==> src/rtl/fsm_pkg.sv <==
`default_nettype none
// ============================================================================
// Module   : fsm_pkg
// Purpose  : Shared FSM state encodings and reset-default thresholds for the
//            4-channel, 2-class FIFO/arbiter datapath control.
// Revision : 1.0 - initial release
// ============================================================================
package fsm_pkg;

    localparam int STATE_W = 4;

    // State encodings seen by the arbiters on the 'state' bus.
    localparam logic [STATE_W-1:0] c_ST_RESET  = 4'd0;
    localparam logic [STATE_W-1:0] c_ST_INIT   = 4'd1;
    localparam logic [STATE_W-1:0] c_ST_IDLE   = 4'd2;
    localparam logic [STATE_W-1:0] c_ST_ACTIVE = 4'd3;
    localparam logic [STATE_W-1:0] c_ST_ERROR  = 4'd4;

    // Almost-full / almost-empty threshold values after reset.
    localparam int AF_DEF = 6;
    localparam int AE_DEF = 1;

endpackage
`default_nettype wire

==> src/rtl/fsm_cfg_regs.sv <==
`default_nettype none
// ============================================================================
// Module   : fsm_cfg_regs
// Purpose  : Almost-full / almost-empty threshold registers. While loading is
//            enabled, a requested pair is accepted only if
//            0 < ae < af <= 2**AW-1; a rejected pair leaves the old thresholds
//            in place and raises cfg_err.
// Revision : 1.0 - initial release
// ============================================================================
module fsm_cfg_regs #(
    parameter int AW     = 3,
    parameter int AF_DEF = 6,
    parameter int AE_DEF = 1
) (
    input  logic          clk,
    input  logic          reset_L,
    input  logic          i_load,
    input  logic [AW-1:0] i_af,
    input  logic [AW-1:0] i_ae,
    output logic [AW-1:0] o_af,
    output logic [AW-1:0] o_ae,
    output logic          o_cfg_err
);

    logic [AW-1:0] r_af;
    logic [AW-1:0] r_ae;
    logic          r_cfg_err;
    logic          w_pair_ok;

    // The upper bound af <= 2**AW-1 is implied by the AW-bit width.
    assign w_pair_ok = (i_ae != '0) && (i_ae < i_af);

    // Load a valid pair or flag the rejection; hold everything otherwise.
    always_ff @(posedge clk or negedge reset_L) begin
        if (!reset_L) begin
            r_af      <= AF_DEF[AW-1:0];
            r_ae      <= AE_DEF[AW-1:0];
            r_cfg_err <= 1'b0;
        end else if (i_load) begin
            if (w_pair_ok) begin
                r_af      <= i_af;
                r_ae      <= i_ae;
                r_cfg_err <= 1'b0;
            end else begin
                r_cfg_err <= 1'b1;
            end
        end
    end

    assign o_af      = r_af;
    assign o_ae      = r_ae;
    assign o_cfg_err = r_cfg_err;

endmodule
`default_nettype wire

==> src/rtl/fsm_control.sv <==
`default_nettype none
// ============================================================================
// Module   : fsm_control
// Purpose  : Top-level control FSM for the 4-channel, 2-class FIFO/arbiter
//            datapath. Drives the arbiter state bus, owns the FIFO thresholds,
//            reports idle and keeps a sticky per-FIFO error record.
// Options  : FSM_IDLE_FILTER_EN - ACTIVE->IDLE only after IDLE_HOLD
//            consecutive all-empty cycles (default: first all-empty cycle).
// Revision : 1.0 - initial release
// ============================================================================
module fsm_control #(
    parameter int N_FIFO    = 12,
    parameter int AW        = 3,
    parameter int AF_DEF    = fsm_pkg::AF_DEF,
    parameter int AE_DEF    = fsm_pkg::AE_DEF
`ifdef FSM_IDLE_FILTER_EN
    ,
    parameter int IDLE_HOLD = 4
`endif
) (
    input  logic                        clk,
    input  logic                        reset_L,
    input  logic                        init,
    input  logic [AW-1:0]               umbral_af_in,
    input  logic [AW-1:0]               umbral_ae_in,
    input  logic [N_FIFO-1:0]           empties,
    input  logic [N_FIFO-1:0]           fifo_err,
    output logic [fsm_pkg::STATE_W-1:0] state,
    output logic [AW-1:0]               umbral_af,
    output logic [AW-1:0]               umbral_ae,
    output logic                        idle,
    output logic [N_FIFO-1:0]           error_out,
    output logic                        cfg_err
);

    import fsm_pkg::*;

    logic [STATE_W-1:0] r_state;
    logic [STATE_W-1:0] w_next_state;
    logic [N_FIFO-1:0]  r_error_out;
    logic               w_any_err;
    logic               w_all_empty;
    logic               w_idle_ok;

    assign w_any_err   = |fifo_err;
    assign w_all_empty = &empties;

`ifdef FSM_IDLE_FILTER_EN
    localparam int c_HOLD_W = (IDLE_HOLD > 1) ? $clog2(IDLE_HOLD) : 1;

    logic [c_HOLD_W-1:0] r_hold_cnt;
    logic                w_hold_done;
    logic                w_stay_empty;

    assign w_hold_done  = (r_hold_cnt == c_HOLD_W'(IDLE_HOLD - 1));
    assign w_stay_empty = (r_state == c_ST_ACTIVE) && (w_next_state == c_ST_ACTIVE)
                          && w_all_empty;
    assign w_idle_ok    = w_all_empty && w_hold_done;

    // Count consecutive all-empty ACTIVE cycles; clear on any busy FIFO or exit.
    always_ff @(posedge clk or negedge reset_L) begin
        if (!reset_L) begin
            r_hold_cnt <= '0;
        end else if (!w_stay_empty) begin
            r_hold_cnt <= '0;
        end else if (!w_hold_done) begin
            r_hold_cnt <= r_hold_cnt + 1'b1;
        end
    end
`else
    assign w_idle_ok = w_all_empty;
`endif

    // State register.
    always_ff @(posedge clk or negedge reset_L) begin
        if (!reset_L) begin
            r_state <= c_ST_RESET;
        end else begin
            r_state <= w_next_state;
        end
    end

    // Next state: errors beat init, init beats normal flow; ERROR is terminal.
    always_comb begin
        w_next_state = c_ST_RESET;
        case (r_state)
            c_ST_RESET:  w_next_state = c_ST_INIT;
            c_ST_INIT: begin
                if (w_any_err)      w_next_state = c_ST_ERROR;
                else if (init)      w_next_state = c_ST_INIT;
                else                w_next_state = c_ST_IDLE;
            end
            c_ST_IDLE: begin
                if (w_any_err)       w_next_state = c_ST_ERROR;
                else if (init)       w_next_state = c_ST_INIT;
                else if (!w_all_empty) w_next_state = c_ST_ACTIVE;
                else                 w_next_state = c_ST_IDLE;
            end
            c_ST_ACTIVE: begin
                if (w_any_err)      w_next_state = c_ST_ERROR;
                else if (init)      w_next_state = c_ST_INIT;
                else if (w_idle_ok) w_next_state = c_ST_IDLE;
                else                w_next_state = c_ST_ACTIVE;
            end
            c_ST_ERROR:  w_next_state = c_ST_ERROR;
            default:     w_next_state = c_ST_RESET;
        endcase
    end

    // Sticky per-FIFO error record.
    always_ff @(posedge clk or negedge reset_L) begin
        if (!reset_L) begin
            r_error_out <= '0;
        end else begin
            r_error_out <= r_error_out | fifo_err;
        end
    end

    fsm_cfg_regs #(
        .AW     (AW),
        .AF_DEF (AF_DEF),
        .AE_DEF (AE_DEF)
    ) u_cfg_regs (
        .clk       (clk),
        .reset_L   (reset_L),
        .i_load    (r_state == c_ST_INIT),
        .i_af      (umbral_af_in),
        .i_ae      (umbral_ae_in),
        .o_af      (umbral_af),
        .o_ae      (umbral_ae),
        .o_cfg_err (cfg_err)
    );

    assign state     = r_state;
    assign idle      = (r_state == c_ST_IDLE);
    assign error_out = r_error_out;

endmodule
`default_nettype wire

==> config.mk <==
export PLATFORM = sky130hd
export DESIGN_NAME = fsm_control
export DESIGN_NICKNAME = d
export VERILOG_FILES = /design/src/rtl/fsm_pkg.sv /design/src/rtl/fsm_cfg_regs.sv /design/src/rtl/fsm_control.sv
export SDC_FILE = /design/constraint.sdc
export NUM_CORES = 1
export LEC_CHECK = 0
export ABC_AREA = 1
export CAP_MARGIN = 10
export CORE_MARGIN = 2
export CORE_UTILIZATION = 41
export DETAILED_ROUTE_END_ITERATION = 12
export PLACE_DENSITY = 0.85
export SLEW_MARGIN = 30
export SYNTH_ARGS = -nofsm -noshare
export SYNTH_HDL_FRONTEND = slang
export SYNTH_SLANG_ARGS = --single-unit
==> constraint.sdc <==
create_clock -name clk -period 3.7 [get_ports clk]
set_clock_uncertainty 0.15 [all_clocks]
set_input_delay 0.925 -clock clk [delete_from_list [all_inputs] [get_ports clk]]
set_output_delay 0.925 -clock clk [all_outputs]
set_load 0.005 [all_outputs]
==> results.sh <==
export IMPL_status="finished clean"
export IMPL_drt_pass1_iterations=4
export IMPL_finalNonFillerCells=214
export IMPL_crit_buf_inv=1
export IMPL_gr_total_overflow=0
export IMPL_num_rows=18
export IMPL_placedCellCount=210
export IMPL_powerDensity_mw_per_mm2=461
export IMPL_synth_cells=126
export IMPL_fin_util_pct=68.3
export IMPL_htree_levels=1
export IMPL_ctsLongestPathBuffers=2
export IMPL_cpMaxStageDelayCell="clkdlybuf4s50_1"
export IMPL_finalMaxSlewViolations=0
export IMPL_cts_hold_fix_buffers=0
export IMPL_yosysUniqueCellTypes=19
export IMPL_rsz0062_at_grt="false"
export IMPL_drtIter0Drc=13
export IMPL_track_usage_pct=18.2
export IMPL_ios=57
export IMPL_finalSetupViolCount=0
export IMPL_path_class="register to output pin"
export IMPL_diodes=0
export IMPL_grt_max_degree=23
export IMPL_port_buffer_count=55
export IMPL_initial_utilization_pct=42.9
export IMPL_fp_dieW_um=54.9
export IMPL_fin_nets=220
export IMPL_worstHoldPathType="register to register"
export IMPL_drcViolationCount=0
export IMPL_grtUsageMet2_pct=34.9
export IMPL_synth_area_leader_cell="dfrtp_1"
export IMPL_setup_ws_ps=1150
export IMPL_period_minus_slack_ps=2550
export IMPL_hpwlAfterDp_um=2100
export IMPL_synth_area_top_cells="dfrtp_1 45%, nand2_1 13%, dfstp_2 7.4%"
export IMPL_ys_warn_count=0
export IMPL_cts_tree="yes"
export IMPL_synth_area_mm2=0.00106
export IMPL_cts_sinks=22
export IMPL_gr_usage_met1_pct=19.2
export IMPL_hold_viol_final=0
export IMPL_core_mm2=0.00248
export IMPL_slowest_delay_ps=530
export IMPL_syn_to_final_growth_pct=59.1
export IMPL_cts_root_buf="clkbuf_4"
export IMPL_place_area_mm2=0.00164
export IMPL_grt_pass1_wl_um=3800
export IMPL_syn_avg_cell_area_um2=8.44
export IMPL_cts_made_buffers=3
export IMPL_required_ps=2620
export IMPL_vias_per_cell=4.60
export IMPL_cp_max_fo=5
export IMPL_num_vias=984
export IMPL_drv_cap=0
export IMPL_crit_chain="nor3_1 -> clkdlybuf4s50_1"
export IMPL_grt_most_used_layer="met2"
export IMPL_fp_dieH_um=54.9
export IMPL_start_kind="register"
export IMPL_ys_ff_latch=22
export IMPL_ant_nets=0
export IMPL_drt_wl_total_um=2540
export IMPL_layout_drive_gt1_share_pct=15.8
export IMPL_synth_fp_nets=161
export IMPL_ctsResizeCount=0
export IMPL_yosysSeqAreaShare_pct=52.1
export IMPL_leakage_nw=0.749
export IMPL_post_place_ws_ps=1070
export IMPL_fin_setup_tns_ps=0
export IMPL_clk_latency_ps=300
export IMPL_grt_pass1_vias=925
export IMPL_crit_family="buffers and inverters"
export IMPL_gp_congestion=0.796
export IMPL_yosysTopAreaCellShare_pct=44.7
export IMPL_ir_drop_mv=0.401
export IMPL_design_area_mm2=0.00169
export IMPL_use_met3_pct=4.30
export IMPL_fmax_ghz=0.392
export IMPL_post_cts_setup_buffers=0
export IMPL_antenna_found_initial=0
export IMPL_path_clk_slew_ps=130
export IMPL_routedWlPerCell_um=11.9
export IMPL_crit_path_end_kind="output pin"
export IMPL_critPathArrivalTime_ps=1480
export IMPL_post_route_period_util_pct=68.9
export IMPL_die_area_mm2=0.00302
cell type report:
cell class                      count  area, um2
Inverter                           19       71.3
Timing Repair Buffer               55        546
Fill cell                         215        786
Tap cell                           30       37.5
Clock inverter                      1       30.0
Multi-Input combinational cell     84        430
Clock buffer                        3       22.5
Sequential cell                    22        554
sequential cells by signal, indices dropped and copies added (netlist names):
register              count
u_cfg_regs.o_cfg_err      1
error_out                12
u_cfg_regs.o_af           3
u_cfg_regs.o_ae           3
state                     3
cells in the final DEF, fill, tap and decap left out:
master / count
dfrtp_1: 19
nor3_1: 2
or2_2: 12
xor2_1: 1
nand2_1: 38
o21ai_0: 1
dfstp_2: 3
clkbuf_4: 3
clkdlybuf4s50_1: 54
inv_1: 17
nor2_1: 17
nand4_4: 1
nor2_4: 1
ha_1: 2
nand3_2: 2
nand3_1: 3
nand2_2: 2
conb_1: 1
buf_2: 1
a21oi_4: 1
bufinv_16: 1
inv_2: 2
cell families after synthesis:
logic type               share of synthesized area, %
other                                           0.353
buffers and inverters                            7.41
AND/OR/NAND/NOR                                  34.9
XOR/XNOR                                        0.824
adder cells (fa/ha/maj)                          2.35
AO/OA/AOI/OAI                                    2.00
flip-flops                                       52.1
routing by layer:
| metal | wire (um) | share of wire (%) |
|---|---|---|
| met2 | 1330 | 52 |
| met1 | 980 | 39 |
| met4 | 13 | 0.51 |
| met3 | 217 | 8.6 |
| met5 | 0 | 0 |
path summary, 6_finish.rpt:
path | startpoint | to | slack, ps | cells after the start
worst max-delay path | state[0] | idle | 1150 | 2
worst min-delay path | error_out[2] | error_out[2] | 330 | 1
worst max register to register | state[2] | u_cfg_regs.o_ae[2] | 2400 | 6
worst min register to register | error_out[2] | error_out[2] | 330 | 1
max in group asynchronous | reset_L | u_cfg_regs.o_af[2] | 2640 | 1
min in group asynchronous | reset_L | error_out[5] | 400 | 1
cell usage after synthesis (all sizes together):
cell and count:
a21oi 1, ha 2, or2 12, dfrtp 19, nor3 2, nand2 40, nand4 1, o21ai 1
nand3 5, conb 1, nor2 18, inv 19, xor2 1, buf 1, dfstp 3
where the power goes:
group | switching, mW | leakage (nW) | internal [mW]
registers | 0.0327 | 0.223 | 0.298
logic | 0.113 | 0.498 | 0.153
clock network | 0.0748 | 0.0279 | 0.109
worst reg2reg max path, delay by kind of cell (launching register included):
| kind | cells | cell delay, ps |
|---|---|---|
| and+or+nand+nor | 5 | 520 |
| DFF | 1 | 450 |
| buffers and inverters | 1 | 90 |
metrics by stage:
step	hold WS, ps	power [mW]
after global routing	353	0.832
after global placement	297	0.594
final	326	0.781
after floorplan	307	0.448
after CTS	327	0.786
after detailed placement	301	0.603
Power figures use the tool's default switching activity.
